File: src/rtl/redux_pkg.sv
// redux_pkg: shared widths, reset PC and fetch state encoding for the Redux-V core
package redux_pkg;
  localparam int DEF_ADDR_W = 8;
  localparam int DEF_DATA_W = 8;
  localparam int DEF_CNT_W = 16;
  localparam logic [DEF_ADDR_W-1:0] DEF_RESET_PC = 8'h00;
  localparam logic [1:0] ST_BOOT = 2'd0;
  localparam logic [1:0] ST_RUN = 2'd1;
  localparam logic [1:0] ST_HALTED = 2'd2;
  localparam logic [1:0] ST_FAULT = 2'd3;
endpackage

File: src/rtl/fetch_unit_if.sv
// fetch_unit_if: fetch-stage bus (imem port, IR handshake to decode, redirect/halt control, status)
// master = fetch unit side, slave = memory/decoder/control side
interface fetch_unit_if import redux_pkg::*; #(
  parameter int ADDR_W = DEF_ADDR_W,
  parameter int DATA_W = DEF_DATA_W,
  parameter int CNT_W = DEF_CNT_W
);
  logic [ADDR_W-1:0] imem_addr;
  logic [DATA_W-1:0] imem_data;
  logic [DATA_W-1:0] ir;
  logic [ADDR_W-1:0] ir_pc;
  logic ir_valid;
  logic ir_ready;
  logic redirect_valid;
  logic [ADDR_W-1:0] redirect_target;
  logic halt;
  logic halted;
  logic [CNT_W-1:0] fetch_cnt;
  logic pc_fault;
  modport master (
    output imem_addr, ir, ir_pc, ir_valid, halted, fetch_cnt, pc_fault,
    input imem_data, ir_ready, redirect_valid, redirect_target, halt
  );
  modport slave (
    input imem_addr, ir, ir_pc, ir_valid, halted, fetch_cnt, pc_fault,
    output imem_data, ir_ready, redirect_valid, redirect_target, halt
  );
endinterface

File: src/rtl/fetch_pc_reg.sv
// fetch_pc_reg: program counter with load/increment/hold; wrap flags pc at all-ones
// ports: clk, rst (async high), load+target, inc, pc, wrap
module fetch_pc_reg import redux_pkg::*; #(
  parameter int ADDR_W = DEF_ADDR_W,
  parameter logic [ADDR_W-1:0] RESET_PC = DEF_RESET_PC
) (
  input  logic clk,
  input  logic rst,
  input  logic load,
  input  logic [ADDR_W-1:0] target,
  input  logic inc,
  output logic [ADDR_W-1:0] pc,
  output logic wrap
);
  logic [ADDR_W-1:0] pc_q, pc_d;
  always_comb pc_d = load ? target : inc ? pc_q + 1'b1 : pc_q;
  always_ff @(posedge clk or posedge rst)
    if (rst) pc_q <= RESET_PC;
    else pc_q <= pc_d;
  assign pc = pc_q;
  assign wrap = &pc_q;
endmodule

File: src/rtl/fetch_unit.sv
// fetch_unit: Redux-V fetch stage -- PC, imem address, IR with valid/ready to decode, redirect/halt
// ports: clk, rst (async high), bus (fetch_unit_if.master)
// FETCH_PC_WRAP_TRAP_EN: a load at pc all-ones delivers the instruction, then raises pc_fault and enters FAULT
module fetch_unit import redux_pkg::*; #(
  parameter int ADDR_W = DEF_ADDR_W,
  parameter int DATA_W = DEF_DATA_W,
  parameter logic [ADDR_W-1:0] RESET_PC = DEF_RESET_PC,
  parameter int CNT_W = DEF_CNT_W
) (
  input  logic clk,
  input  logic rst,
  fetch_unit_if.master bus
);
`ifdef FETCH_PC_WRAP_TRAP_EN
  localparam bit TRAP_EN = 1'b1;
`else
  localparam bit TRAP_EN = 1'b0;
`endif
  logic [1:0] state_q, state_d;
  logic [DATA_W-1:0] ir_q, ir_d;
  logic [ADDR_W-1:0] ir_pc_q, ir_pc_d;
  logic ir_valid_q, ir_valid_d;
  logic [CNT_W-1:0] cnt_q, cnt_d;
  logic pc_fault_q, pc_fault_d;
  logic [ADDR_W-1:0] pc;
  logic pc_wrap, run, halted, halt_go, redir, load, trap;
  fetch_pc_reg #(.ADDR_W(ADDR_W), .RESET_PC(RESET_PC)) u_pc (
    .clk(clk),
    .rst(rst),
    .load(redir),
    .target(bus.redirect_target),
    .inc(load & ~trap),
    .pc(pc),
    .wrap(pc_wrap)
  );
  always_ff @(posedge clk or posedge rst)
    if (rst) state_q <= ST_BOOT;
    else state_q <= state_d;
  always_comb
    state_d = state_q == ST_BOOT ? ST_RUN : halt_go ? ST_HALTED : trap ? ST_FAULT : state_q;
  always_comb begin
    run = state_q == ST_RUN;
    halted = state_q == ST_HALTED || state_q == ST_FAULT;
  end
  // halt beats redirect, redirect beats load
  always_comb begin
    halt_go = run & bus.halt;
    redir = run & ~bus.halt & bus.redirect_valid;
    load = run & ~bus.halt & ~bus.redirect_valid & (~ir_valid_q | bus.ir_ready);
    trap = TRAP_EN & load & pc_wrap;
    ir_d = load ? bus.imem_data : ir_q;
    ir_pc_d = load ? pc : ir_pc_q;
    ir_valid_d = load | (ir_valid_q & ~bus.ir_ready & ~halt_go & ~redir);
    cnt_d = (load & ~&cnt_q) ? cnt_q + 1'b1 : cnt_q;
    pc_fault_d = pc_fault_q | trap;
  end
  always_ff @(posedge clk or posedge rst)
    if (rst) begin
      ir_q <= '0;
      ir_pc_q <= '0;
      ir_valid_q <= 1'b0;
      cnt_q <= '0;
      pc_fault_q <= 1'b0;
    end else begin
      ir_q <= ir_d;
      ir_pc_q <= ir_pc_d;
      ir_valid_q <= ir_valid_d;
      cnt_q <= cnt_d;
      pc_fault_q <= pc_fault_d;
    end
  assign bus.imem_addr = pc;
  assign bus.ir = ir_q;
  assign bus.ir_pc = ir_pc_q;
  assign bus.ir_valid = ir_valid_q;
  assign bus.halted = halted;
  assign bus.fetch_cnt = cnt_q;
  assign bus.pc_fault = pc_fault_q;
endmodule

File: src/flat_wrapper.sv
// flat-port wrapper written by rule: the top's interface ports become plain ports
module fetch_unit_flat import redux_pkg::*;
#(
  parameter int ADDR_W = DEF_ADDR_W,
  parameter int DATA_W = DEF_DATA_W,
  parameter logic [ADDR_W-1:0] RESET_PC = DEF_RESET_PC,
  parameter int CNT_W = DEF_CNT_W
)
  (clk, rst, bus_imem_addr, bus_ir, bus_ir_pc, bus_ir_valid, bus_halted, bus_fetch_cnt, bus_pc_fault, bus_imem_data, bus_ir_ready, bus_redirect_valid, bus_redirect_target, bus_halt);
  fetch_unit_if #(.ADDR_W(ADDR_W), .DATA_W(DATA_W), .CNT_W(CNT_W)) bus_i ();
  input  logic clk;
  input  logic rst;
  output wire logic [$bits(bus_i.imem_addr)-1:0] bus_imem_addr;
  output wire logic [$bits(bus_i.ir)-1:0] bus_ir;
  output wire logic [$bits(bus_i.ir_pc)-1:0] bus_ir_pc;
  output wire logic [$bits(bus_i.ir_valid)-1:0] bus_ir_valid;
  output wire logic [$bits(bus_i.halted)-1:0] bus_halted;
  output wire logic [$bits(bus_i.fetch_cnt)-1:0] bus_fetch_cnt;
  output wire logic [$bits(bus_i.pc_fault)-1:0] bus_pc_fault;
  input wire logic [$bits(bus_i.imem_data)-1:0] bus_imem_data;
  input wire logic [$bits(bus_i.ir_ready)-1:0] bus_ir_ready;
  input wire logic [$bits(bus_i.redirect_valid)-1:0] bus_redirect_valid;
  input wire logic [$bits(bus_i.redirect_target)-1:0] bus_redirect_target;
  input wire logic [$bits(bus_i.halt)-1:0] bus_halt;
  assign bus_imem_addr = bus_i.imem_addr;
  assign bus_ir = bus_i.ir;
  assign bus_ir_pc = bus_i.ir_pc;
  assign bus_ir_valid = bus_i.ir_valid;
  assign bus_halted = bus_i.halted;
  assign bus_fetch_cnt = bus_i.fetch_cnt;
  assign bus_pc_fault = bus_i.pc_fault;
  assign bus_i.imem_data = bus_imem_data;
  assign bus_i.ir_ready = bus_ir_ready;
  assign bus_i.redirect_valid = bus_redirect_valid;
  assign bus_i.redirect_target = bus_redirect_target;
  assign bus_i.halt = bus_halt;
  fetch_unit #(.ADDR_W(ADDR_W), .DATA_W(DATA_W), .RESET_PC(RESET_PC), .CNT_W(CNT_W)) u_core (.clk(clk), .rst(rst), .bus(bus_i));
endmodule
File: config.mk
export PLATFORM = sky130hd
export DESIGN_NAME = fetch_unit_flat
export DESIGN_NICKNAME = d
export VERILOG_FILES = /design/src/rtl/redux_pkg.sv /design/src/rtl/fetch_unit_if.sv /design/src/rtl/fetch_pc_reg.sv /design/src/rtl/fetch_unit.sv /design/src/flat_wrapper.sv
export SDC_FILE = /design/constraint.sdc
export NUM_CORES = 1
export LEC_CHECK = 0
export ABC_AREA = 0
export CORE_MARGIN = 4
export CORE_UTILIZATION = 50
export DETAILED_ROUTE_END_ITERATION = 12
export PLACE_DENSITY = 0.85
export SETUP_SLACK_MARGIN = 0.3
export SLEW_MARGIN = 10
export SYNTH_ARGS = -nofsm -noshare
export SYNTH_HDL_FRONTEND = slang
export SYNTH_SLANG_ARGS = --single-unit
File: constraint.sdc
create_clock -name clk -period 7.33 [get_ports clk]
set_clock_uncertainty 0.15 [all_clocks]
set_input_delay 1.0995 -clock clk [delete_from_list [all_inputs] [get_ports clk]]
set_output_delay 1.0995 -clock clk [all_outputs]
set_load 0.05 [all_outputs]
After elaboration in Yosys (flattened, before gate mapping)

Index checks and enable logic that the tools add are counted.
W data, S select, Z words.

Add/sub/neg operators: 2
Eq/ne operators: 3
Multiplexer cells: 4
Bitwise logic cells: 17
Reductions and logical operators: 6

Operators with widths:

| cell                    | number |
|---|---|
| $add A16 B1 Y16 const B | 1 |
| $mux W8                 | 2 |
| $reduce_and A16 Y1      | 1 |
| $and A1 B1 Y1           | 9 |
| $add A8 B1 Y8 const B   | 1 |
| $not A1 Y1              | 6 |
| $eq A2 B2 Y1 const B    | 2 |
| $mux W2                 | 2 |
| $reduce_bool A2 Y1      | 2 |
| $eq A2 B1 Y1 const B    | 1 |
| $logic_not A2 Y1        | 1 |
| $or A1 B1 Y1            | 2 |
| $logic_not A1 Y1        | 1 |
| $logic_or A1 B1 Y1      | 1 |

Flip-flop bits (word level): 43
Input port bits: 21
Output and inout port bits: 43
Word-level logic and storage cells: 38

Logic depth before layout (Yosys ltp)

Gate-level depths: netlist of the first run.

Depth after elaboration: 6
Depth in mapped cells: 7
Gate-level depth less buffers: 5

Hierarchy

A second synthesis of the first run with hierarchy kept.

Cell total of the unflattened synthesis: 173
Area, all modules: 2069.5 µm²

Modules (own cells, without submodules):

| module       | times used | cells an instance | area an instance (µm²) | seq. area each (µm²) |
|---|---|---|---|---|
| fetch_unit   | 1          | 121               | 1610.3                 | 875.8 |
| fetch_pc_reg | 1          | 52                | 459.2                  | 200.2 |

Worst setup path before layout of the first run

No wires, ideal clock.

Path kind: input-to-reg
Start point: input port bus_halt
End point: register u_core.cnt_q[11] (netlist: u_core.bus.fetch_cnt[11])
Setup time: 0.128 ns
Data arrival time: 2.686 ns
Data required time: 7.052 ns
Slack: 4.366 ns
Stages: 6
Path buffers: 2
Cell sequence: or3b_1 > buf_2 > or4_4 > buf_6 > nor3_2 > mux2_1

Cells in the longest elaborated chain, start to end: 5

RTL lines:

| what                       | RTL line           | RTL |
|---|---|---|
| start: declaration         | flat_wrapper.sv:24 | `input wire logic [$bits(bus_i.halt)-1:0] bus_halt;` |
| $not A1 Y1                 | fetch_unit.sv:49   | `load = run & ~bus.halt & ~bus.redirect_valid & (~ir_valid_q \| bus.ir_ready);` |
| $and A1 B1 Y1 (3 in a row) | fetch_unit.sv:49   |  |
| $and A1 B1 Y1              | fetch_unit.sv:54   | `cnt_d = (load & ~&cnt_q) ? cnt_q + 1'b1 : cnt_q;` |
| end signal: assignment     | fetch_unit.sv:68   | `cnt_q <= cnt_d;` |
| end: declaration           | fetch_unit.sv:23   | `logic [CNT_W-1:0] cnt_q, cnt_d;` |

Every way passes these cells.
A chain may end at the register's enable or synchronous reset.

Worst setup path after layout of the first run

Start point: input port bus_halt
End point: register u_core.cnt_q[1] (netlist: u_core.bus.fetch_cnt[1])

The elaborated chain is that of the path after synthesis.

==> results of run 1 <==
[power breakdown]
group	switching, mW	internal, mW	total [mW]
sequential	0.0180	0.254	0.272
combinational	0.0854	0.0490	0.134
clock	0.0855	0.0681	0.154
[registers in the layout (all words and copies together), names as in the netlist]
| register | cells |
|---|---|
| u_core.bus.fetch_cnt | 16 |
| u_core.bus.ir | 8 |
| u_core.bus.ir_pc | 8 |
| u_core.u_pc.pc | 8 |
| u_core.state_q | 2 |
| u_core.bus.ir_valid | 1 |
[layout make-up]
cell class              instances  share of cell area, %
flip-flops and latches         43                  38.17
multi-input cells             162                  33.60
repair buffers                 63                  22.28
clock buffers                   5                  2.441
well taps                      50                  2.219
clock inverters                 3                 0.8877
inverters                       3                 0.3995
[routing by layer]
| layer | vias up | global-route usage (%) | wire [um] |
|---|---|---|---|
| li1 | 877 | - | - |
| met1 | 870 | 26.93 | 2125 |
| met2 | 62 | 32.06 | 2443 |
| met3 | 7 | 3.857 | 277 |
| met4 | 0 | 6.148 | 75 |
| met5 | - | 0 | 0 |
[kinds of logic (layout without fill, tap and decap cells)]
logic type | after synthesis | count (layout) | synth area share, %
flip-flops | 43 | 43 | 51.56
XOR/XNOR | 13 | 13 | 5.456
other | 1 | 1 | 0.1797
AO/OA/AOI/OAI | 21 | 21 | 5.816
multiplexers | 4 | 4 | 2.158
adder cells (fa/ha/maj) | 2 | 2 | 1.199
buffers and inverters | 15 | 74 | 3.297
AND/OR/NAND/NOR | 121 | 121 | 30.34
[critical path: stages]
cell             delay [ns]
clkdlybuf4s50_1        0.43
nor3b_1                0.57
nand3_1                0.74
nor2_1                 0.41
mux2_2                 0.37
[cells in the final DEF, fill, tap and decap left out, drive strengths merged, types with 2 or more instances in the layout]
cell,instances
nand4,9
inv,3
nor4b,2
nand2b,3
or4,4
clkinv,2
nand2,57
o21ai,8
and4,3
xor2,13
nor2,4
and3,5
clkbuf,5
nor2b,2
dfrtp,43
nor4,5
nor3,10
a21oi,7
nand3,12
ha,2
nor3b,3
clkdlybuf4s50,62
mux2,4
[path summary, 6_finish.rpt]
check                                  start                       to  depth (start not counted)
min in group asynchronous                rst      u_core.bus.ir_pc[2]                          3
max reg2reg                u_core.state_q[1]  u_core.bus.fetch_cnt[1]                          4
min                         u_core.bus.ir[0]         u_core.bus.ir[0]                          2
max in group asynchronous                rst  u_core.bus.fetch_cnt[4]                          3
max                                 bus_halt  u_core.bus.fetch_cnt[1]                          5
min reg2reg                 u_core.bus.ir[0]         u_core.bus.ir[0]                          2
[per-stage QoR]
| stage | std cells | hold slack, ns | utilization, % | power (mW) |
|---|---|---|---|---|
| 4_1_cts | 329 | 0.3382 | 69.97 | 0.5646 |
| 6_report | 329 | 0.3343 | 69.97 | 0.5605 |
| 3_5_place_dp | 321 | 0.3158 | 67.64 | 0.4114 |
| 3_3_place_gp | 321 | 0.3075 | 67.64 | 0.4090 |
| 5_1_grt | 329 | 0.3536 | 69.97 | 0.5867 |
| 2_1_floorplan | 220 | 0.3491 | - | 0.3577 |
==> reports/metrics.csv, run 1 <==
stage;metric;value;unit
setup_path;Worst EP required;7.36;ns
synthesis;biggest area consumer among synthesized cells;dfrtp_1;
drt;average routed wire per standard cell;14.96;um
final_layout;fillers;326;
setup_path;CP startpoint kind;input port;
power_and_ir_drop;pwr/cell area;198.8;nW/um2
drt;Remaining DRCs;0;
synthesis;post-synth top area share;51.56;%
clock_network;CTS tree;built;
placement;area post-placement;2725;um2
final_layout;Area growth, synth to finish;35.07;%
synthesis;async set-reset flop share out of synthesis;100.0;%
synthesis;most common cell in the netlist;nand2_1;
drt;via/cell ratio;5.520;
global_routing;Total Routing Usage GR;19.80;%
final_layout;area of the multi-input gates;947.2;um2
setup_path;crit-path max FO;21;
synthesis;syn nets;243;
power_and_ir_drop;VDD IR max;128.4;uV
clock_network;clk slew on worst S/H paths;0.09;ns
synthesis;Synth top cells by count;57 x nand2_1, 43 x dfrtp_1, 13 x xor2_1;
clock_network;clk_lat worst skew;0.30;ns
global_routing;total grt overflow;0;
timing;Max Fclk;0.2782;GHz
drt;final wirelength;4922;um
timing;final slew viol count;0;
synthesis;top_reg_cell synth;dfrtp_1;
clock_network;cts bufs inserted;5;
synthesis;Post-synth EDFFs;0;
global_routing;initial antenna violation count;0;
setup_path;Crit. End Element;register;
timing;endpoints failing setup;0;
drt;Vias;1816;
clock_network;clk root buf;clkbuf_8;
floorplan;Initial Util;51.80;%
global_routing;number of global-route vias before repair;1713;
clock_network;Sink Count;43;
floorplan;# IOs;64;
placement;post-DP HPWL;3478;um
clock_network;H-tree depth;2;
global_routing;first-pass GRT wire length;8197;um
timing;Final Cycle Share;49.04;%
floorplan;full die area;5271;um2
floorplan;std cell rows;23;
worst_hold_path;worst hold path class;register to register;
setup_path;r2r setup slk;4.52;ns
job;total of max-cap violations;0;
drt;remaining antenna violation count after routing;0;
placement;Port-buffer cells;62;
floorplan;CORE AREA;4029;um2
run_status;status;completed;
synthesis;Seq/Total Area, Yosys;51.56;%
timing;Tmin final;3.595;ns
synthesis;synthesized area per cell;9.486;um2
final_layout;Nets;301;
synthesis;Post-Syn Area;2087;um2
timing;Final Worst Setup Slack;3.735;ns
timing;Slew headroom;24.38;%
placement;RePlAce Congestion;0.8543;
floorplan;Die Wd;72.61;um
placement;dpl ws;3.395;ns
final_layout;sequential standard cell area;1076;um2
timing;Worst-Margin Slew;1.124;ns
setup_path;CP Data Arrival Time;3.62;ns
final_layout;share of layout cells above drive strength 1;6.093;%
drt;drt first pass iters;5;
synthesis;Synth cell types;37;
timing;Hold Vio Cnt, Final;0;
clock_network;PostCTS Resize Cnt;0;
global_routing;pin count of the biggest net entering global routing;44;
synthesis;FF+latch count, synth;43;
synthesis;Area contributors post-synth;dfrtp_1 52%, nand2_1 10%, xor2_1 5.5%, nand3_1 2.9%, nand4_1 2.7%;
drt;DR iter-0 viols;152;
final_layout;post-route cell area;2819;um2
timing;RSZ-0062 raised after global routing;false;
setup_path;WS Path Type;input port to register;
clock_network;Longest Clk Path Bufs;2;
final_layout;n_diodes;0;
clock_network;number of buffers inserted by hold repair at cts;0;
clock_network;Post-CTS Setup Bufs;0;
floorplan;Die Ht;72.61;um
synthesis;synth warn;0;
power_and_ir_drop;LEAKAGE;1.272;nW
synthesis;Post-Syn Instances;220;
timing;Setup TNS;0;ns
Note: power is estimated with default switching activity, not from simulation.
==> run 2, diff against run 1 <==
--- a/config.mk
+++ b/config.mk
@@ -7,9 +7,9 @@
 export LEC_CHECK = 0
 export ABC_AREA = 0
 export CORE_MARGIN = 4
-export CORE_UTILIZATION = 50
+export CORE_UTILIZATION = 46
 export DETAILED_ROUTE_END_ITERATION = 12
-export PLACE_DENSITY = 0.85
+export PLACE_DENSITY = 0.79
 export SETUP_SLACK_MARGIN = 0.3
 export SLEW_MARGIN = 10
 export SYNTH_ARGS = -nofsm -noshare
==> constraint.sdc (replaced) <==
create_clock -name clk -period 3.55 [get_ports clk]
set_clock_uncertainty 0.15 [all_clocks]
set_input_delay 0.5325 -clock clk [delete_from_list [all_inputs] [get_ports clk]]
set_output_delay 0.5325 -clock clk [all_outputs]
set_load 0.05 [all_outputs]
==> run 2 against run 1 <==
Via count shrank 1.5%. Combinational power grew 110%. First-iteration DRC count shrank 24%. Worst hold slack lost 0.0049 ns. Routed wire length shrank 2.7%. Die area grew 7.7%. Setup slack lost 2.6 ns. Register-to-register slack lost 3.2 ns. Total power grew 120%. Critical path type unchanged.
==> reports/metrics.csv, run 2 (synthesis results as in run 1) <==
stage;metric;value;unit;change
run_status;status;completed;;unchanged
drt;remaining antenna violation count after routing;0;;unchanged
global_routing;number of global-route vias before repair;1676;;was 1713
global_routing;pin count of the biggest net entering global routing;23;;was 44
floorplan;Die Ht;75.36;um;was 72.61 um
timing;Hold Vio Cnt, Final;0;;unchanged
final_layout;most frequent cells in the layout;62 x clkdlybuf4s50_1, 57 x nand2_1, 43 x dfrtp_1, 13 x xor2_1, 12 x nand3_1;;unchanged
setup_path;CP Data Arrival Time;2.48;ns;was 3.62 ns
drt;via/cell ratio;5.306;;was 5.520
drt;Remaining DRCs;0;;unchanged
timing;Worst-Margin Slew;0.7563;ns;was 1.124 ns
final_layout;max reg flops;16;;unchanged
job;total of max-cap violations;0;;unchanged
floorplan;full die area;5678;um2;was 5271 um2
clock_network;number of buffers inserted by hold repair at cts;0;;unchanged
clock_network;cts bufs inserted;5;;unchanged
clock_network;Longest Clk Path Bufs;2;;unchanged
final_layout;share of layout cells above drive strength 1;8.070;%;was 6.093%
drt;final wirelength;4788;um;was 4922 um
clock_network;clk root buf;clkbuf_8;;unchanged
final_layout;most common cell after layout, fill and taps aside;clkdlybuf4s50_1;;unchanged
floorplan;# IOs;64;;unchanged
floorplan;CORE AREA;4384;um2;was 4029 um2
power_and_ir_drop;VDD IR max;214.4;uV;was 128.4 uV
drt;DR iter-0 viols;116;;was 152
final_layout;Area growth, synth to finish;38.49;%;was 35.07%
timing;endpoints failing setup;0;;unchanged
clock_network;clk slew on worst S/H paths;0.08;ns;was 0.09 ns
global_routing;first-pass GRT wire length;7700;um;was 8197 um
timing;Setup TNS;0;ns;unchanged
global_routing;Total Routing Usage GR;18.00;%;was 19.80%
worst_hold_path;Min-Delay Startpoint;u_core.bus.ir[6];;was u_core.bus.ir[0]
setup_path;FF-to-FF Start;u_core.state_q[1];;unchanged
clock_network;Post-CTS Setup Bufs;0;;unchanged
timing;Tmin final;2.452;ns;
floorplan;std cell rows;24;;was 23
drt;Vias;1788;;was 1816
setup_path;CP startpoint kind;input port;;unchanged
setup_path;WS Path Type;input port to register;;unchanged
timing;RSZ-0062 raised after global routing;false;;unchanged
clock_network;PostCTS Resize Cnt;0;;unchanged
timing;Slew headroom;49.27;%;was 24.38%
global_routing;initial antenna violation count;0;;unchanged
placement;post-DP HPWL;3460;um;was 3478 um
timing;Max Fclk;0.4078;GHz;
power_and_ir_drop;LEAKAGE;1.314;nW;was 1.272 nW
final_layout;Nets;307;;was 301
final_layout;fin util;65.92;%;was 69.97%
clock_network;CTS tree;built;;unchanged
global_routing;total grt overflow;0;;unchanged
clock_network;H-tree depth;2;;unchanged
clock_network;Sink Count;43;;unchanged
final_layout;n_diodes;0;;unchanged
setup_path;crit-path max FO;7;;was 21
clock_network;clk_lat worst skew;0.29;ns;was 0.30 ns
floorplan;Die Wd;75.36;um;was 72.61 um
placement;RePlAce Congestion;0.8578;;was 0.8543
setup_path;Crit. End Element;register;;unchanged
worst_hold_path;worst hold path class;register to register;;unchanged
placement;Port-buffer cells;62;;unchanged
timing;final slew viol count;0;;unchanged
setup_path;Worst EP required;3.58;ns;was 7.36 ns
drt;average routed wire per standard cell;14.21;um;was 14.96 um
floorplan;Initial Util;47.60;%;was 51.80%
setup_path;Setup crit start;bus_halt;;unchanged
drt;drt first pass iters;4;;was 5
power_and_ir_drop;pwr/cell area;425.1;nW/um2;was 198.8 nW/um2
timing;Final Cycle Share;69.07;%;
run 2: path summary, 6_finish.rpt:
kind	to	slack (ns)	cells past startpoint
setup / recovery	u_core.bus.fetch_cnt[15]	1.10	5
hold / removal	u_core.bus.ir[6]	0.33	2
setup reg to reg	u_core.bus.fetch_cnt[15]	1.31	4
hold reg to reg	u_core.bus.ir[6]	0.33	2
max in group asynchronous	u_core.bus.fetch_cnt[2]	2.12	3
min in group asynchronous	u_core.bus.ir[5]	0.43	2
run 2: power breakdown:
group | switching (mW) | internal (mW) | leakage (nW)
Sequential | 0.0344 | 0.525 | 0.562
Combinational | 0.176 | 0.102 | 0.691
Clock | 0.164 | 0.228 | 0.0612
run 2: layer usage:
layer,GRT usage (%),routed length (um),vias to the layer above
met4,8.155,82,0
met1,23.11,2123,838
met5,0,0,-
met3,2.902,275,5
li1,-,-,895
met2,29.91,2306,50
run 2: stage by stage:
step / instances / setup slack, ns / power, mW / cell area (um2) / hold WS, ns
after floorplan: 220 / 1.147 / 0.7385 / 2087 / 0.3491
after global placement: 329 / 0.8207 / 0.8442 / 2773 / 0.3069
after detailed placement: 329 / 0.7840 / 0.8483 / 2773 / 0.3125
after CTS: 337 / 1.094 / 1.236 / 2890 / 0.3323
after global routing: 337 / 1.033 / 1.277 / 2890 / 0.3457
final: 337 / 1.098 / 1.229 / 2890 / 0.3295
run 2: cell type report:
cell class / count / area, um2
tap: 52 / 65.06
multi-input combinational: 162 / 947.2
inverter: 3 / 11.26
timing repair buffer: 69 / 673.1
clock buffer: 6 / 82.58
fill: 381 / 1494
sequential: 43 / 1076
clock inverter: 2 / 35.03
run 2: worst max-delay path, cell delays in order:
cell             delay (ns)
clkdlybuf4s50_1        0.44
or3b_1                 0.38
or4_4                  0.61
nor3_2                 0.18
mux2_1                 0.34
==> run 3, diff against run 2 <==
==> constraint.sdc (replaced) <==
create_clock -name clk -period 2.35 [get_ports clk]
set_clock_uncertainty 0.15 [all_clocks]
set_input_delay 0.3525 -clock clk [delete_from_list [all_inputs] [get_ports clk]]
set_output_delay 0.3525 -clock clk [all_outputs]
set_load 0.05 [all_outputs]
==> run 3 against run 2 <==
Clock power increased by 16%. Via count grew 3.9%. Global-route usage rose by 0.19 points. Register-to-register slack lost 1.0 ns. Sequential power rose by 50%. Cell area is 2.7% higher. Critical path depth shrank 1. Utilization grew 1.8 points. Non-clock buffer count rose by 11. Count of clock-buffer cells in the layout fell by 1. Combinational power up 55%. Largest power group unchanged. First-iteration DRC count decreased by 1.7%.
==> reports/metrics.csv, run 3 (synthesis results as in run 1) <==
stage;metric;value;unit;change
timing;Max Fclk;0.4899;GHz;
timing;RSZ-0062 raised after global routing;true;;was false
power_and_ir_drop;VDD IR max;400.2;uV;was 214.4 uV
global_routing;pin count of the biggest net entering global routing;44;;was 23
drt;drt first pass iters;5;;was 4
setup_path;Crit. End Element;register;;unchanged
worst_hold_path;worst hold path class;register to register;;unchanged
job;total of max-cap violations;0;;unchanged
drt;final wirelength;4918;um;was 4788 um
final_layout;final std cells w/o fill;348;;was 337
floorplan;# IOs;64;;unchanged
setup_path;WS Path Type;register to register;;was input port to register
drt;remaining antenna violation count after routing;0;;unchanged
setup_path;crit-path cells;or3b_4 -> or4_4 -> nor3_2 -> mux2_1;;was clkdlybuf4s50_1 -> or3b_1 -> or4_4 -> nor3_2 -> mux2_1
clock_network;Sink Count;43;;unchanged
floorplan;CORE AREA;4384;um2;unchanged
setup_path;r2r setup slk;0.31;ns;was 1.31 ns
clock_network;H-tree depth;2;;unchanged
placement;Placed Cells;335;;was 329
global_routing;initial antenna violation count;0;;unchanged
setup_path;crit path to;u_core.bus.fetch_cnt[11];;was u_core.bus.fetch_cnt[15]
setup_path;largest stage delay on the critical path;0.48;ns;was 0.61 ns
run_status;status;completed;;unchanged
placement;RePlAce Congestion;0.8548;;was 0.8578
final_layout;max reg flops;16;;unchanged
timing;Worst-Margin Slew;0.5240;ns;was 0.7563 ns
global_routing;Total Routing Usage GR;18.19;%;was 18.00%
setup_path;reg-to-reg endpoint;u_core.bus.fetch_cnt[11];;was u_core.bus.fetch_cnt[15]
placement;Port-buffer cells;62;;unchanged
setup_path;FF-to-FF Start;u_core.state_q[1];;unchanged
floorplan;Die Wd;75.36;um;unchanged
timing;Tmin final;2.041;ns;
final_layout;Area growth, synth to finish;42.21;%;was 38.49%
drt;DR iter-0 viols;114;;was 116
floorplan;Initial Util;47.60;%;unchanged
clock_network;Longest Clk Path Bufs;2;;unchanged
final_layout;share of layout cells above drive strength 1;15.20;%;was 8.070%
power_and_ir_drop;LEAKAGE;1.497;nW;was 1.314 nW
power_and_ir_drop;Tot Pwr;1.724;mW;was 1.229 mW
placement;post-DP HPWL;3553;um;was 3460 um
setup_path;Setup crit start;u_core.state_q[1];;was bus_halt
clock_network;cts bufs inserted;5;;unchanged
final_layout;fin util;67.69;%;was 65.92%
timing;final slew viol count;0;;unchanged
timing;Hold Vio Cnt, Final;0;;unchanged
setup_path;Worst EP required;2.38;ns;was 3.58 ns
drt;Vias;1857;;was 1788
setup_path;CP startpoint kind;register;;was input port
timing;Slew headroom;65.07;%;was 49.27%
clock_network;clk_lat worst skew;0.29;ns;about the same
setup_path;cells on worst reg2reg path;4;;unchanged
clock_network;number of buffers inserted by hold repair at cts;0;;unchanged
drt;Remaining DRCs;0;;unchanged
clock_network;clk root buf;clkbuf_8;;unchanged
setup_path;Crit-path slowest cell;or4_4;;unchanged
global_routing;total grt overflow;0;;unchanged
floorplan;std cell rows;24;;unchanged
power_and_ir_drop;pwr/cell area;580.9;nW/um2;was 425.1 nW/um2
final_layout;most frequent cells in the layout;57 x nand2_1, 39 x clkdlybuf4s50_1, 38 x dfrtp_1, 18 x buf_4, 17 x dlygate4sd2_1;;was 62 x clkdlybuf4s50_1, 57 x nand2_1, 43 x dfrtp_1, 13 x xor2_1, 12 x nand3_1
drt;via/cell ratio;5.336;;was 5.306
timing;Final Cycle Share;86.85;%;
final_layout;most common cell after layout, fill and taps aside;nand2_1;;was clkdlybuf4s50_1
setup_path;crit-path max FO;5;;was 7
timing;endpoints failing setup;0;;unchanged
drt;average routed wire per standard cell;14.13;um;was 14.21 um
floorplan;Die Ht;75.36;um;unchanged
clock_network;CTS tree;built;;unchanged
global_routing;number of global-route vias before repair;1681;;was 1676
final_layout;n_diodes;0;;unchanged
setup_path;CP Data Arrival Time;2.07;ns;was 2.48 ns
floorplan;full die area;5678;um2;unchanged
clock_network;clk slew on worst S/H paths;0.08;ns;about the same
final_layout;Nets;318;;was 307
global_routing;first-pass GRT wire length;7866;um;was 7700 um
[run 3: cell types whose count changed in the layout (fill, tap and decap cells not counted), moves of 2 or more]
| cell | before | now |
|---|---|---|
| dlygate4sd2_1 | 0 | 17 |
| dlymetal6s2s_1 | 0 | 6 |
| dfrtp_2 | 0 | 5 |
| dfrtp_1 | 43 | 38 |
| clkinv_2 | 1 | 3 |
| buf_4 | 7 | 18 |
| nor3_1 | 7 | 5 |
| nor3_2 | 3 | 5 |
| clkdlybuf4s50_1 | 62 | 39 |
[run 3: layout make-up]
type                    count  area [um2]
clock inverters             3       15.01
clock buffers               5       68.82
fillers                   381        1416
flip-flops and latches     43        1082
multi-input cells         162       975.9
well taps                  52       65.06
repair buffers             80       749.5
inverters                   3       11.26
[run 3: worst min-delay path by stage]
| stage | to | slack [ns] | depth (start not counted) | start |
|---|---|---|---|---|
| 2_1_floorplan | u_core.bus.ir[0] | 0.31 | 2 | bus_imem_data[0] |
| 3_3_place_gp | u_core.bus.ir[4] | 0.31 | 2 | u_core.bus.ir[4] |
| 3_5_place_dp | u_core.bus.ir[7] | 0.31 | 2 | u_core.bus.ir[7] |
| 4_1_cts | u_core.bus.ir[7] | 0.33 | 2 | u_core.bus.ir[7] |
| 5_1_grt | u_core.bus.ir[7] | 0.35 | 2 | u_core.bus.ir[7] |
| 6_report | u_core.bus.ir[7] | 0.33 | 2 | u_core.bus.ir[7] |
[run 3: metal layers]
metal / global-route usage (%) / share of wire [%] / vias up
met5: 0 / 0 / -
met4: 6.408 / 1.9 / 0
met3: 3.694 / 7.0 / 8
met2: 28.57 / 48 / 64
met1: 25.21 / 43 / 877
li1: - / - / 908
[run 3: critical path: cells and delay by family (launching register included)]
kind | cells | cell delay, ns
DFF | 1 | 0.38
and+or+nand+nor | 3 | 1.07
muxes | 1 | 0.33
[run 3: stage by stage]
stage / setup TNS [ns] / instance area (um2) / setup slack, ns / hold WS, ns
5_1_grt: 0 / 2968 / 0.2528 / 0.3509
3_3_place_gp: -0.3985 / 2830 / -0.08547 / 0.3070
4_1_cts: 0 / 2935 / 0.2014 / 0.3308
3_5_place_dp: -0.7286 / 2830 / -0.1298 / 0.3112
2_1_floorplan: 0 / 2100 / 0.2185 / 0.3079
6_report: 0 / 2968 / 0.3089 / 0.3263
[run 3: power by group]
group	internal [mW]	leakage, nW	switching (mW)
clock network	0.203	0.0477	0.249
registers	0.794	0.554	0.0474
logic	0.158	0.895	0.272
[run 3: timing repair]
action	CTS	global route
buffers inserted	4	1
endpoints found under the setup margin	25	19
gates resized for setup	20	8
pin swaps	3	2
